$ cat src/rtl/fetch_pkg.sv
// Shared types and constants for the instruction-fetch stage.
package fetch_pkg;

    typedef struct packed {
        logic [31:0] pc;
        logic [31:0] instr;
    } fetch_entry_t;

    localparam logic [31:0] INSTR_NOP        = 32'h0000_0013;
    localparam logic [31:0] DEFAULT_RESET_PC = 32'h0000_0000;

endpackage

$ cat src/rtl/fetch_stage_if.sv
// Bundle of the fetch stage's memory, redirect and IF/ID handshake signals.
interface fetch_stage_if;

    logic        imem_req_valid;
    logic        imem_req_ready;
    logic [31:0] imem_req_addr;
    logic        imem_rsp_valid;
    logic [31:0] imem_rsp_data;
    logic        redirect_valid;
    logic [31:0] redirect_pc;
    logic        id_valid;
    logic        id_ready;
    logic [31:0] id_instruction;
    logic [31:0] id_pc;

    modport master (
        output imem_req_valid, imem_req_addr, id_valid, id_instruction, id_pc,
        input  imem_req_ready, imem_rsp_valid, imem_rsp_data,
               redirect_valid, redirect_pc, id_ready
    );

    modport slave (
        input  imem_req_valid, imem_req_addr, id_valid, id_instruction, id_pc,
        output imem_req_ready, imem_rsp_valid, imem_rsp_data,
               redirect_valid, redirect_pc, id_ready
    );

endinterface

$ cat src/rtl/fetch_fifo.sv
// Small synchronous FIFO of fetch entries; the head entry is readable in the
// cycle after it is pushed.
module fetch_fifo
    import fetch_pkg::*;
#(
    parameter  int DEPTH = 2,
    localparam int PW    = $clog2(DEPTH),
    localparam int CW    = $clog2(DEPTH + 1)
) (
    input  logic          clk,
    input  logic          rst,
    input  logic          flush_i,
    input  logic          push_i,
    input  fetch_entry_t  push_data_i,
    input  logic          pop_i,
    output fetch_entry_t  head_o,
    output logic [CW-1:0] count_o,
    output logic          empty_o,
    output logic          full_o
);

    fetch_entry_t  mem_q [DEPTH];
    logic [PW-1:0] wr_ptr_q;
    logic [PW-1:0] rd_ptr_q;
    logic [CW-1:0] count_q;
    logic          do_push;
    logic          do_pop;

    assign do_push = push_i && !flush_i;
    assign do_pop  = pop_i && !flush_i && !empty_o;

    always_ff @(posedge clk) begin
        if (rst || flush_i) begin
            wr_ptr_q <= '0;
            rd_ptr_q <= '0;
            count_q  <= '0;
        end else begin
            if (do_push) wr_ptr_q <= wr_ptr_q + PW'(1);
            if (do_pop)  rd_ptr_q <= rd_ptr_q + PW'(1);
            count_q <= count_q + CW'(do_push) - CW'(do_pop);
        end
    end

    always_ff @(posedge clk) begin
        if (do_push) mem_q[wr_ptr_q] <= push_data_i;
    end

    assign head_o  = mem_q[rd_ptr_q];
    assign count_o = count_q;
    assign empty_o = (count_q == '0);
    assign full_o  = (count_q == CW'(DEPTH));

endmodule

$ cat src/rtl/fetch_stage.sv
// Instruction fetch: owns the PC, issues in-order word fetches, buffers the
// returned words with their PCs and hands them to decode; redirects flush.
module fetch_stage
    import fetch_pkg::*;
#(
    parameter logic [31:0] RESET_PC = DEFAULT_RESET_PC,
    parameter int          DEPTH    = 2
) (
    input logic           clk,
    input logic           rst,
    fetch_stage_if.master bus
);

    localparam int PW = $clog2(DEPTH);
    localparam int CW = $clog2(DEPTH + 1);

    logic [31:0]   pc_q, pc_d;
    logic [CW-1:0] outstanding_q, outstanding_d;
    logic [CW-1:0] discard_q, discard_d;
    logic [31:0]   tag_mem_q [DEPTH];
    logic [PW-1:0] tag_wr_q, tag_rd_q;

    fetch_entry_t  push_entry;
    fetch_entry_t  head;
    logic [CW-1:0] fifo_cnt;
    logic          fifo_empty, fifo_full;
    logic          issue, rsp_keep, pop;

    assign bus.imem_req_valid = !rst && !bus.redirect_valid
                                && ((outstanding_q + fifo_cnt) < CW'(DEPTH));
    assign bus.imem_req_addr  = pc_q;

    assign issue    = bus.imem_req_valid && bus.imem_req_ready;
    assign rsp_keep = bus.imem_rsp_valid && !bus.redirect_valid && (discard_q == '0);
    assign pop      = bus.id_valid && bus.id_ready && !bus.redirect_valid;

    always_comb begin
        pc_d          = pc_q;
        outstanding_d = outstanding_q + CW'(issue) - CW'(bus.imem_rsp_valid);
        discard_d     = discard_q;
        if (bus.redirect_valid) begin
            pc_d      = bus.redirect_pc & ~32'h3;
            discard_d = outstanding_q - CW'(bus.imem_rsp_valid);
        end else begin
            if (issue) pc_d = pc_q + 32'd4;
            if (bus.imem_rsp_valid && (discard_q != '0)) discard_d = discard_q - CW'(1);
        end
    end

    // The tag queue only holds PCs of fetches that will be kept, so a
    // discarded response leaves it untouched.
    always_ff @(posedge clk) begin
        if (rst) begin
            pc_q          <= RESET_PC;
            outstanding_q <= '0;
            discard_q     <= '0;
            tag_wr_q      <= '0;
            tag_rd_q      <= '0;
        end else begin
            pc_q          <= pc_d;
            outstanding_q <= outstanding_d;
            discard_q     <= discard_d;
            if (bus.redirect_valid) begin
                tag_wr_q <= '0;
                tag_rd_q <= '0;
            end else begin
                if (issue)    tag_wr_q <= tag_wr_q + PW'(1);
                if (rsp_keep) tag_rd_q <= tag_rd_q + PW'(1);
            end
        end
    end

    always_ff @(posedge clk) begin
        if (issue) tag_mem_q[tag_wr_q] <= pc_q;
    end

    assign push_entry.pc    = tag_mem_q[tag_rd_q];
    assign push_entry.instr = bus.imem_rsp_data;

    fetch_fifo #(.DEPTH(DEPTH)) u_ibuf (
        .clk         (clk),
        .rst         (rst),
        .flush_i     (bus.redirect_valid),
        .push_i      (rsp_keep),
        .push_data_i (push_entry),
        .pop_i       (pop),
        .head_o      (head),
        .count_o     (fifo_cnt),
        .empty_o     (fifo_empty),
        .full_o      (fifo_full)
    );

    assign bus.id_valid       = !fifo_empty;
    assign bus.id_instruction = fifo_empty ? 32'h0 : head.instr;
    assign bus.id_pc          = fifo_empty ? 32'h0 : head.pc;

    // Credit accounting keeps a slot free for every outstanding fetch.
    assert property (@(posedge clk) disable iff (rst) !(rsp_keep && fifo_full));

endmodule

$ cat src/flat_wrapper.sv
// flat-port wrapper written by rule: the top's interface ports become plain ports
module fetch_stage_flat import fetch_pkg::*;
#(
    parameter logic [31:0] RESET_PC = DEFAULT_RESET_PC,
    parameter int          DEPTH    = 2
)
  (clk, rst, bus_imem_req_valid, bus_imem_req_addr, bus_id_valid, bus_id_instruction, bus_id_pc, bus_imem_req_ready, bus_imem_rsp_valid, bus_imem_rsp_data, bus_redirect_valid, bus_redirect_pc, bus_id_ready);
  fetch_stage_if bus_i ();
  input logic clk;
  input logic rst;
  output wire logic [$bits(bus_i.imem_req_valid)-1:0] bus_imem_req_valid;
  output wire logic [$bits(bus_i.imem_req_addr)-1:0] bus_imem_req_addr;
  output wire logic [$bits(bus_i.id_valid)-1:0] bus_id_valid;
  output wire logic [$bits(bus_i.id_instruction)-1:0] bus_id_instruction;
  output wire logic [$bits(bus_i.id_pc)-1:0] bus_id_pc;
  input wire logic [$bits(bus_i.imem_req_ready)-1:0] bus_imem_req_ready;
  input wire logic [$bits(bus_i.imem_rsp_valid)-1:0] bus_imem_rsp_valid;
  input wire logic [$bits(bus_i.imem_rsp_data)-1:0] bus_imem_rsp_data;
  input wire logic [$bits(bus_i.redirect_valid)-1:0] bus_redirect_valid;
  input wire logic [$bits(bus_i.redirect_pc)-1:0] bus_redirect_pc;
  input wire logic [$bits(bus_i.id_ready)-1:0] bus_id_ready;
  assign bus_imem_req_valid = bus_i.imem_req_valid;
  assign bus_imem_req_addr = bus_i.imem_req_addr;
  assign bus_id_valid = bus_i.id_valid;
  assign bus_id_instruction = bus_i.id_instruction;
  assign bus_id_pc = bus_i.id_pc;
  assign bus_i.imem_req_ready = bus_imem_req_ready;
  assign bus_i.imem_rsp_valid = bus_imem_rsp_valid;
  assign bus_i.imem_rsp_data = bus_imem_rsp_data;
  assign bus_i.redirect_valid = bus_redirect_valid;
  assign bus_i.redirect_pc = bus_redirect_pc;
  assign bus_i.id_ready = bus_id_ready;
  fetch_stage #(.RESET_PC(RESET_PC), .DEPTH(DEPTH)) u_core (.clk(clk), .rst(rst), .bus(bus_i));
endmodule
$ cat config.mk
export PLATFORM = sky130hd
export DESIGN_NAME = fetch_stage_flat
export DESIGN_NICKNAME = d
export VERILOG_FILES = /design/src/rtl/fetch_pkg.sv /design/src/rtl/fetch_stage_if.sv /design/src/rtl/fetch_fifo.sv /design/src/rtl/fetch_stage.sv /design/src/flat_wrapper.sv
export SDC_FILE = /design/constraint.sdc
export NUM_CORES = 1
export LEC_CHECK = 0
export ABC_AREA = 1
export BUFFER_PORTS_ARGS = -buffer_cell sky130_fd_sc_hd__buf_2
export CAP_MARGIN = 40
export CORE_MARGIN = 2
export CORE_UTILIZATION = 50
export CTS_CLUSTER_DIAMETER = 200
export DETAILED_ROUTE_END_ITERATION = 12
export HOLD_SLACK_MARGIN = 0.02
export PLACE_DENSITY = 0.86
export SYNTH_ARGS = -nofsm -noshare
export SYNTH_HDL_FRONTEND = slang
export SYNTH_HIERARCHICAL = 1
export SYNTH_SLANG_ARGS = --single-unit
$ cat constraint.sdc
create_clock -name clk -period 4 [get_ports clk]
set_input_delay 0.4 -clock clk [delete_from_list [all_inputs] [get_ports clk]]
set_output_delay 0.4 -clock clk [all_outputs]
set_load 0.01 [all_outputs]
==> qor.txt, run 1 <==
# Post-CTS Setup Buffers = 0
Minimum clock period = 2830 ps
Critical path endpoint category = primary output
CP max FO = 44
P_leak = 0.00531 uW
Die Y = 150 um
Relative slew slack = 0.438
Hold endpoint = u_core/u_ibuf/mem_q[1][1]$_DFFE_PP_
Hold Vio Cnt, Final = 0
Part of the cycle the worst path needs = 0.708
Pwr per Cell Area = 416 mW/mm^2
Routed vias/inst = 5.01
Startpoint types = flip-flop
Unrepaired setup endpoints after global routing = no
DR WL/cell = 15.1 um
Critical path arrival = 2430 ps
Crit path buffers/inverters = 3
Crit-path leading delay family = flip-flops
Router iterations before antenna repair = 5
Hold Crit Start = bus_imem_rsp_data[1]
Largest net degree at the start of global routing = 65
DR vias = 7,085
Initial antenna violation count = 0
VDD IR max = 0.263 mV
I/O Pins = 168
Die width = 150 um
Total gr overflow = 0
FF-to-FF path depth = 14
Final routed DRC violation total = 0
CTS clock-pin slew for the worst setup and hold paths = 60 ps
CTS sink cnt = 230
Cts bufs inserted = 23
CP peak stage delay = 870 ps
FP Rows = 53
Synthesis-to-finish area growth = 17.6%
Antenna Cells = 0
Depth of the CTS H-tree = 1
Tightest Hold Check Type = in -> reg
Most frequent cells in the layout = edfxtp_1, nand2_1, buf_2
Synth warnings = 6
Worst R2R Setup Slack = 1580 ps
Vias in the first global route = 6,690
HPWL Detailed = 14,400 um
Max Slew Vio Count = 0
RR Endpoint = u_core/u_ibuf/count_o[1]$_SDFF_PP0_
Fin cells = 1,413
TritonCTS clock tree = built
Place WS = 1420 ps
Post-Synthesis Cells = 950
Core Area = 0.0210 mm^2
First-pass GRT wire length = 32,800 um
Gr usage total = 0.183
Fin Setup TNS = 0 ps
Placed Cells = 1,371
Slowest library cell on the worst path = dfxtp_4
Starting Density = 0.509
Total wire length = 21,300 um
WP data required = 3600 ps
Final worst slack = 1170 ps
Hold_buf cts = 0
Commonest non-fill, non-tap cell in the layout = edfxtp_1
Clock Skew = 11.0 ps
Antenna Nets Post-Route = 0
Max Clk Rate = 353 MHz
Setup Viol. Count Final = 0
Mapped cell area = 0.0107 mm^2
Iter 0 DRT Violations = 457
Die area = 0.0225 mm^2
Layout cells sized above 1 = 0.303
Mean Syn Cell Area = 11.2 um^2
Final #Nets = 1,197
Reg2reg start = u_core/u_ibuf/count_o[1]$_SDFF_PP0_
PostCTS Resize Cnt = 0
Clock latency on the worst-skew pair = 500 ps
FILL cells = 1,684
Clock buffer depth = 3
Hold Path Depth = 1
Root buffer cell = clkbuf_16
Worst path cell trace = buf_4 > mux2_4 > inv_1 > nor2_1 > buf_2
Final RePlAce weighted congestion = 0.905
Crit Path Class = reg -> out
Port bufs = 163
Max Cap Viol = 0
Status = finished clean
Worst Tran Pin Value = 843 ps
==> stage by stage <==
step / util / hold WS [ps] / instance area (um^2) / total power, uW
after floorplan: - / 447 / 10700 / 2960
after global placement: 0.559 / 459 / 11700 / 3070
after detailed placement: 0.561 / 491 / 11800 / 3090
after CTS: 0.598 / 59.6 / 12500 / 5270
after global routing: 0.598 / 63.2 / 12500 / 5400
final: 0.598 / 78.7 / 12500 / 5210
==> worst reg2reg max path, delay by kind of cell, from the launching register on <==
kind / cells / cell delay [ps]
and+or+nand+nor: 10 / 1350
xor gates and xnor gates: 1 / 200
buffers and inverters: 2 / 180
DFF: 1 / 380
adders and majority gates: 1 / 220
==> per-layer routing <==
metal	global-route usage	routed length [um]	vias up	part of all wire
met5	0	0	-	0
met2	0.316	10400	281	0.49
li1	-	-	3461	-
met4	0.0684	614	0	0.029
met3	0.0277	1470	49	0.069
met1	0.233	8800	3294	0.41
==> area by class of cell <==
class | instances | area, um^2 | share of cell area
inverters | 130 | 488 | 0.0389
clock inverters | 12 | 158 | 0.0126
flip-flops and latches | 230 | 6490 | 0.518
well taps | 275 | 344 | 0.0274
repair buffers | 175 | 958 | 0.0764
clock buffers | 30 | 622 | 0.0496
multi-input cells | 561 | 3480 | 0.277
==> how the worst max path moves through the flow <==
stage / startpoint / to / slack [ps] / depth (start not counted)
floorplan: bus_redirect_valid / u_core/u_ibuf/mem_q[1][0]$_DFFE_PP_ / 870 / 5
global placement: bus_redirect_valid / u_core/outstanding_q[1]$_SDFF_PP0_ / 1470 / 10
detailed placement: bus_redirect_valid / u_core/outstanding_q[1]$_SDFF_PP0_ / 1420 / 10
CTS: flip-flop / bus_id_instruction[11] / 1120 / 5
global route: flip-flop / bus_id_instruction[16] / 1020 / 5
finish: flip-flop / bus_id_instruction[16] / 1170 / 5
==> sequential cells by signal (all words and copies together) (netlist names), named ones only <==
| register | flops |
|---|---|
| u_core/u_ibuf/count_o | 2 |
| u_core/u_ibuf/wr_ptr_q | 1 |
| u_core/bus.imem_req_addr | 30 |
| u_core/tag_rd_q | 1 |
| u_core/tag_wr_q | 1 |
| u_core/discard_q | 2 |
| u_core/outstanding_q | 2 |
| u_core/u_ibuf/rd_ptr_q | 1 |
| u_core/u_ibuf/mem_q | 128 |
| u_core/tag_mem_q | 60 |
==> power by group <==
part | total, uW | leakage (uW) | switching (uW) | internal [uW]
Combinational | 332 | 0.00287 | 190 | 142
Sequential | 2710 | 0.00207 | 56.7 | 2660
Clock | 2170 | 0.000372 | 867 | 1300
Total | 5210 | 0.00531 | 1110 | 4100
Power figures use the tool's default switching activity.
==> run 2, diff against run 1 <==
clock period = 2.3 ns   (was 4 ns; I/O delays follow)
==> run 2 against run 1 <==
Against the previous run:
- worst setup slack got worse by 1000 ps
- register-to-register slack got worse by 1200 ps
- final area up 3.1%
- critical path depth is the same
- hold slack got worse by 41 ps
- die area stayed put
- non-clock buffer count up 37
- largest cell class unchanged
- cell count rose by 2.7%
- routed wire length increased by 3.6%
- clock power grew 72%
- global-route usage grew 1.0 points
==> qor.txt, run 2 (synthesized netlist as in run 1, its figures left out) <==
Status = finished clean (unchanged)
Die Y = 150 um (unchanged)
Max Cap Viol = 0 (unchanged)
Critical path arrival = 1940 ps (was 2430 ps)
FP Rows = 53 (unchanged)
Router iterations before antenna repair = 5 (unchanged)
Max Clk Rate = 462 MHz
Clock buffer depth = 3 (unchanged)
Unrepaired setup endpoints after global routing = no (unchanged)
Tightest Hold Check Type = in -> reg (unchanged)
Fin Setup TNS = 0 ps (unchanged)
CTS clock-pin slew for the worst setup and hold paths = 60 ps (about the same)
Max Slew Vio Count = 0 (unchanged)
Hold endpoint = u_core/bus.imem_req_addr[30]$_SDFFE_PP0P_ (was u_core/u_ibuf/mem_q[1][1]$_DFFE_PP_)
P_leak = 0.00546 uW (was 0.00531 uW)
RR Endpoint = u_core/outstanding_q[1]$_SDFF_PP0_ (was u_core/u_ibuf/count_o[1]$_SDFF_PP0_)
Reg2reg start = u_core/u_ibuf/count_o[1]$_SDFF_PP0_ (unchanged)
Iter 0 DRT Violations = 575 (was 457)
Root buffer cell = clkbuf_16 (unchanged)
I/O Pins = 168 (unchanged)
Hold Vio Cnt, Final = 0 (unchanged)
Initial antenna violation count = 0 (unchanged)
VDD IR max = 0.522 mV (was 0.263 mV)
Crit path buffers/inverters = 3 (unchanged)
Clock Skew = 13.8 ps (was 11.0 ps)
Number of flip-flops in the largest register = 128 (unchanged)
WP data required = 2070 ps (was 3600 ps)
Largest net degree at the start of global routing = 66 (was 65)
Setup Viol. Count Final = 0 (unchanged)
Slowest library cell on the worst path = dfxtp_4 (unchanged)
Final #Nets = 1,235 (was 1,197)
Vias in the first global route = 7,069 (was 6,690)
Depth of the CTS H-tree = 1 (unchanged)
Hold Path Depth = 5 (was 1)
Synthesis-to-finish area growth = 21.2% (was 17.6%)
CP max FO = 27 (was 44)
Critical path endpoint category = primary output (unchanged)
Routed vias/inst = 4.98 (was 5.01)
Commonest non-fill, non-tap cell in the layout = edfxtp_1 (unchanged)
Worst R2R Setup Slack = 390 ps (was 1580 ps)
Most frequent cells in the layout = edfxtp_1, nand2_1, buf_2 (unchanged)
DR WL/cell = 15.2 um (was 15.1 um)
First-pass GRT wire length = 34,600 um (was 32,800 um)
Final routed DRC violation total = 0 (unchanged)
Util after Layout = 0.617 (was 0.598)
Worst path cell trace = buf_12 > mux2_4 > inv_1 > nor2_1 > buf_2 (was buf_4 > mux2_4 > inv_1 > nor2_1 > buf_2)
Total gr overflow = 0 (unchanged)
Biggest register = u_core/u_ibuf/mem_q (unchanged)
Antenna Nets Post-Route = 0 (unchanged)
HPWL Detailed = 14,200 um (was 14,400 um)
Crit-path leading delay family = flip-flops (unchanged)
FILL cells = 1,604 (was 1,684)
Starting Density = 0.509 (unchanged)
Hold Crit Start = bus_redirect_pc[30] (was bus_imem_rsp_data[1])
Antenna Cells = 0 (unchanged)
TritonCTS clock tree = built (unchanged)
Layout cells sized above 1 = 0.295 (was 0.303)
Part of the cycle the worst path needs = 0.941
Pwr per Cell Area = 702 mW/mm^2 (was 416 mW/mm^2)
CP peak stage delay = 520 ps (was 870 ps)
Clock latency on the worst-skew pair = 510 ps (was 500 ps)
Die area = 0.0225 mm^2 (unchanged)
Total wire length = 22,000 um (was 21,300 um)
Startpoint types = flip-flop (unchanged)
DR vias = 7,227 (was 7,085)
Final RePlAce weighted congestion = 0.869 (was 0.905)
Die width = 150 um (unchanged)
Core Area = 0.0210 mm^2 (unchanged)
Crit Path Class = reg -> out (unchanged)
Gr usage total = 0.193 (was 0.183)
FF-to-FF path depth = 11 (was 14)
Cts bufs inserted = 24 (was 23)
Minimum clock period = 2170 ps
CTS sink cnt = 230 (unchanged)
Port bufs = 163 (unchanged)
## run 2: stage by stage
stage	cell area [um^2]	power, uW	hold slack [ps]	std cells	worst slack, ps
2_1_floorplan	10700	5150	329	955	-663
3_3_place_gp	11800	5340	418	1372	457
3_5_place_dp	11800	5380	422	1372	395
4_1_cts	12900	9150	23.8	1451	111
5_1_grt	12900	9400	64.6	1451	30.6
6_report	12900	9080	37.4	1451	135
## run 2: timing repair
action | in CTS | in global routing
endpoints found under the setup margin | 0 | 2
hold endpoints to repair | 68 | 0
hold buffers | 36 | 0
buffers inserted | 0 | 0
gates resized for setup | 0 | 1
## run 2: worst max-delay path by stage
| stage | from | to | slack (ps) | cells past startpoint |
|---|---|---|---|---|
| final | flip-flop | bus_id_instruction[18] | 130 | 5 |
| after global routing | flip-flop | bus_id_instruction[16] | 30 | 5 |
| after CTS | flip-flop | bus_id_pc[24] | 110 | 5 |
| after detailed placement | u_core/u_ibuf/count_o[1]$_SDFF_PP0_ | u_core/outstanding_q[1]$_SDFF_PP0_ | 390 | 11 |
| after global placement | u_core/u_ibuf/count_o[1]$_SDFF_PP0_ | u_core/bus.imem_req_addr[4]$_SDFFE_PP0P_ | 460 | 9 |
| after floorplan | bus_redirect_valid | u_core/u_ibuf/mem_q[1][0]$_DFFE_PP_ | -660 | 5 |
## run 2: cell type report
cell class	instances	area [um^2]	share of cell area
Tap cell	275	344	0.0266
Timing Repair Buffer	212	1350	0.105
Inverter	130	488	0.0377
Clock buffer	26	629	0.0487
Multi-Input combinational cell	561	3480	0.269
Sequential cell	230	6490	0.502
Clock inverter	17	148	0.0114
## run 2: power breakdown
group / internal, uW / leakage (uW) / switching, uW
clock: 2200 / 0.000372 / 1530
combinational: 286 / 0.00302 / 341
sequential: 4620 / 0.00207 / 99.7
total: 7110 / 0.00546 / 1970
## run 2: layer usage
| layer | vias to the layer above | global-route usage | routed length [um] |
|---|---|---|---|
| li1 | 3547 | - | - |
| met1 | 3379 | 0.239 | 8910 |
| met2 | 264 | 0.352 | 11300 |
| met3 | 37 | 0.0250 | 1390 |
| met4 | 0 | 0.0580 | 414 |
| met5 | - | 0 | 0 |
## run 2: tightest hold or removal path, delay by kind of cell
kind | cells | cell delay (ps)
AND/OR/NAND/NOR | 4 | 200
buffers and inverters | 1 | 70
==> run 3, diff against run 2 <==
CORE_ASPECT_RATIO = 2   (was not set)
==> run 3 against run 2 <==
Against the previous run:
- critical path depth unchanged
- sequential share of layout area increased by 0.58 points
- worst setup slack improved by 0.63 ps
- critical endpoint is now bus_id_instruction[4]
- largest cell class unchanged
==> qor.txt, run 3 (synthesized netlist as in run 1, its figures left out) <==
TritonCTS clock tree = built (unchanged)
Cts bufs inserted = 19 (was 24)
Iter 0 DRT Violations = 326 (was 575)
Worst Tran Pin Value = 656 ps
Routing usage on met2 = 0.369 (was 0.352)
Routed vias/inst = 4.98 (about the same)
Port bufs = 163 (unchanged)
CTS sink cnt = 230 (unchanged)
Largest net degree at the start of global routing = 65 (was 66)
Fin Setup TNS = 0 ps (unchanged)
Die Y = 211 um (was 150 um)
Hold Vio Cnt, Final = 0 (unchanged)
Max Cap Viol = 0 (unchanged)
Initial antenna violation count = 0 (unchanged)
Startpoint types = flip-flop (unchanged)
Synthesis-to-finish area growth = 19.9% (was 21.2%)
Core Area = 0.0209 mm^2 (was 0.0210 mm^2)
Util after Layout = 0.611 (was 0.617)
Layout cells sized above 1 = 0.293 (was 0.295)
Worst R2R Setup Slack = 410 ps (was 390 ps)
Total gr overflow = 0 (unchanged)
Commonest non-fill, non-tap cell in the layout = edfxtp_1 (unchanged)
WP data required = 2070 ps (about the same)
Unrepaired setup endpoints after global routing = no (unchanged)
FILL cells = 1,602 (was 1,604)
RR Endpoint = u_core/u_ibuf/count_o[1]$_SDFF_PP0_ (was u_core/outstanding_q[1]$_SDFF_PP0_)
DR WL/cell = 15.0 um (was 15.2 um)
Final routed DRC violation total = 0 (unchanged)
First-pass GRT wire length = 34,200 um (was 34,600 um)
Met1 usage = 0.192 (was 0.239)
Die width = 107 um (was 150 um)
Worst path cell trace = buf_12 > mux2_4 > inv_1 > nor2_1 > buf_2 (unchanged)
Met3 usage = 0.0213 (was 0.0250)
P_leak = 0.00541 uW (was 0.00546 uW)
Die area = 0.0226 mm^2 (was 0.0225 mm^2)
CTS clock-pin slew for the worst setup and hold paths = 70 ps (was 60 ps)
Gr usage total = 0.192 (was 0.193)
Vias in the first global route = 7,163 (was 7,069)
Antenna Cells = 0 (unchanged)
Status = finished clean (unchanged)
Max Clk Rate = 462 MHz (about the same)
Hold Path Depth = 5 (unchanged)
CP max FO = 33 (was 27)
Clock latency on the worst-skew pair = 490 ps (was 510 ps)
Part of the cycle the worst path needs = 0.941 (about the same)
I/O Pins = 168 (unchanged)
FP Rows = 75 (was 53)
Crit Path Class = reg -> out (unchanged)
PostCTS Resize Cnt = 0 (unchanged)
Relative slew slack = 0.563
Hold endpoint = u_core/bus.imem_req_addr[11]$_SDFFE_PP0P_ (was u_core/bus.imem_req_addr[30]$_SDFFE_PP0P_)
Critical path arrival = 1930 ps (was 1940 ps)
Final #Nets = 1,233 (was 1,235)
Tightest Hold Check Type = in -> reg (unchanged)
Most frequent cells in the layout = edfxtp_1, nand2_1, buf_2 (unchanged)
Slowest library cell on the worst path = dfxtp_4 (unchanged)
Number of flip-flops in the largest register = 128 (unchanged)
Setup Viol. Count Final = 0 (unchanged)
Clock buffer depth = 3 (unchanged)
Hold Crit Start = bus_redirect_pc[11] (was bus_redirect_pc[30])
Antenna Nets Post-Route = 0 (unchanged)
Final RePlAce weighted congestion = 0.922 (was 0.869)
Clock Skew = 16.1 ps (was 13.8 ps)
Total wire length = 21,500 um (was 22,000 um)
Reg2reg start = u_core/u_ibuf/count_o[1]$_SDFF_PP0_ (unchanged)
Max Slew Vio Count = 0 (unchanged)
Most used routing layer = met2 (unchanged)
VDD IR max = 0.769 mV (was 0.522 mV)
Pwr per Cell Area = 668 mW/mm^2 (was 702 mW/mm^2)
Router iterations before antenna repair = 5 (unchanged)
Biggest register = u_core/u_ibuf/mem_q (unchanged)
Root buffer cell = clkbuf_16 (unchanged)
Minimum clock period = 2160 ps (was 2170 ps)
DR vias = 7,156 (was 7,227)
FF-to-FF path depth = 15 (was 11)
HPWL Detailed = 15,300 um (was 14,200 um)
CP peak stage delay = 490 ps (was 520 ps)
Starting Density = 0.510 (was 0.509)
Critical path endpoint category = primary output (unchanged)
Depth of the CTS H-tree = 1 (unchanged)
run 3: layer usage:
metal | up-vias | share of wire
met5 | - | 0
met4 | 0 | 0.051
met3 | 64 | 0.043
met2 | 231 | 0.56
met1 | 3342 | 0.35
li1 | 3519 | -
run 3: cell type report:
cell class              count  area, um^2  share of cell area
flip-flops and latches    230        6490               0.508
multi-input cells         561        3480               0.272
repair buffers            215        1380               0.108
clock buffers              26         522              0.0408
inverters                 130         488              0.0382
well taps                 269         337              0.0263
clock inverters             7        88.8             0.00695
run 3: worst max path at each step:
stage,endpoint,slack (ps),cells after the start
2_1_floorplan,u_core/u_ibuf/mem_q[1][0]$_DFFE_PP_,-660,5
3_3_place_gp,u_core/u_ibuf/mem_q[0][3]$_DFFE_PP_,510,7
3_5_place_dp,u_core/u_ibuf/mem_q[0][3]$_DFFE_PP_,430,7
4_1_cts,bus_id_pc[6],120,4
5_1_grt,bus_id_pc[7],40,4
6_report,bus_id_instruction[4],140,5
run 3: power by group:
part	internal, uW	switching (uW)
clock	1820	1370
sequential	4610	91.1
combinational	289	345
run 3: what timing repair did:
action | 4_1_cts | 5_1_grt
hold endpoints to repair | 66 | 0
setup buffers | 0 | 0
hold buffers | 34 | 0
run 3: critical path: cells and delay by family (launching register included):
kind	cells	cell delay, ps
muxes	1	340
buffers and inverters	3	520
and+or+nand+nor	1	40
DFF	1	490
run 3: through the flow:
stage               cells  hold slack (ps)  power [uW]  cell area, um^2  setup WS, ps
finish               1438             43.1        8530            12800           135
global route         1438             57.5        8810            12800          44.8
CTS                  1438             25.3        8590            12800           121
detailed placement   1371              423        5370            11800           435
global placement     1371              418        5340            11800           505
floorplan             955              329        5150            10700          -663
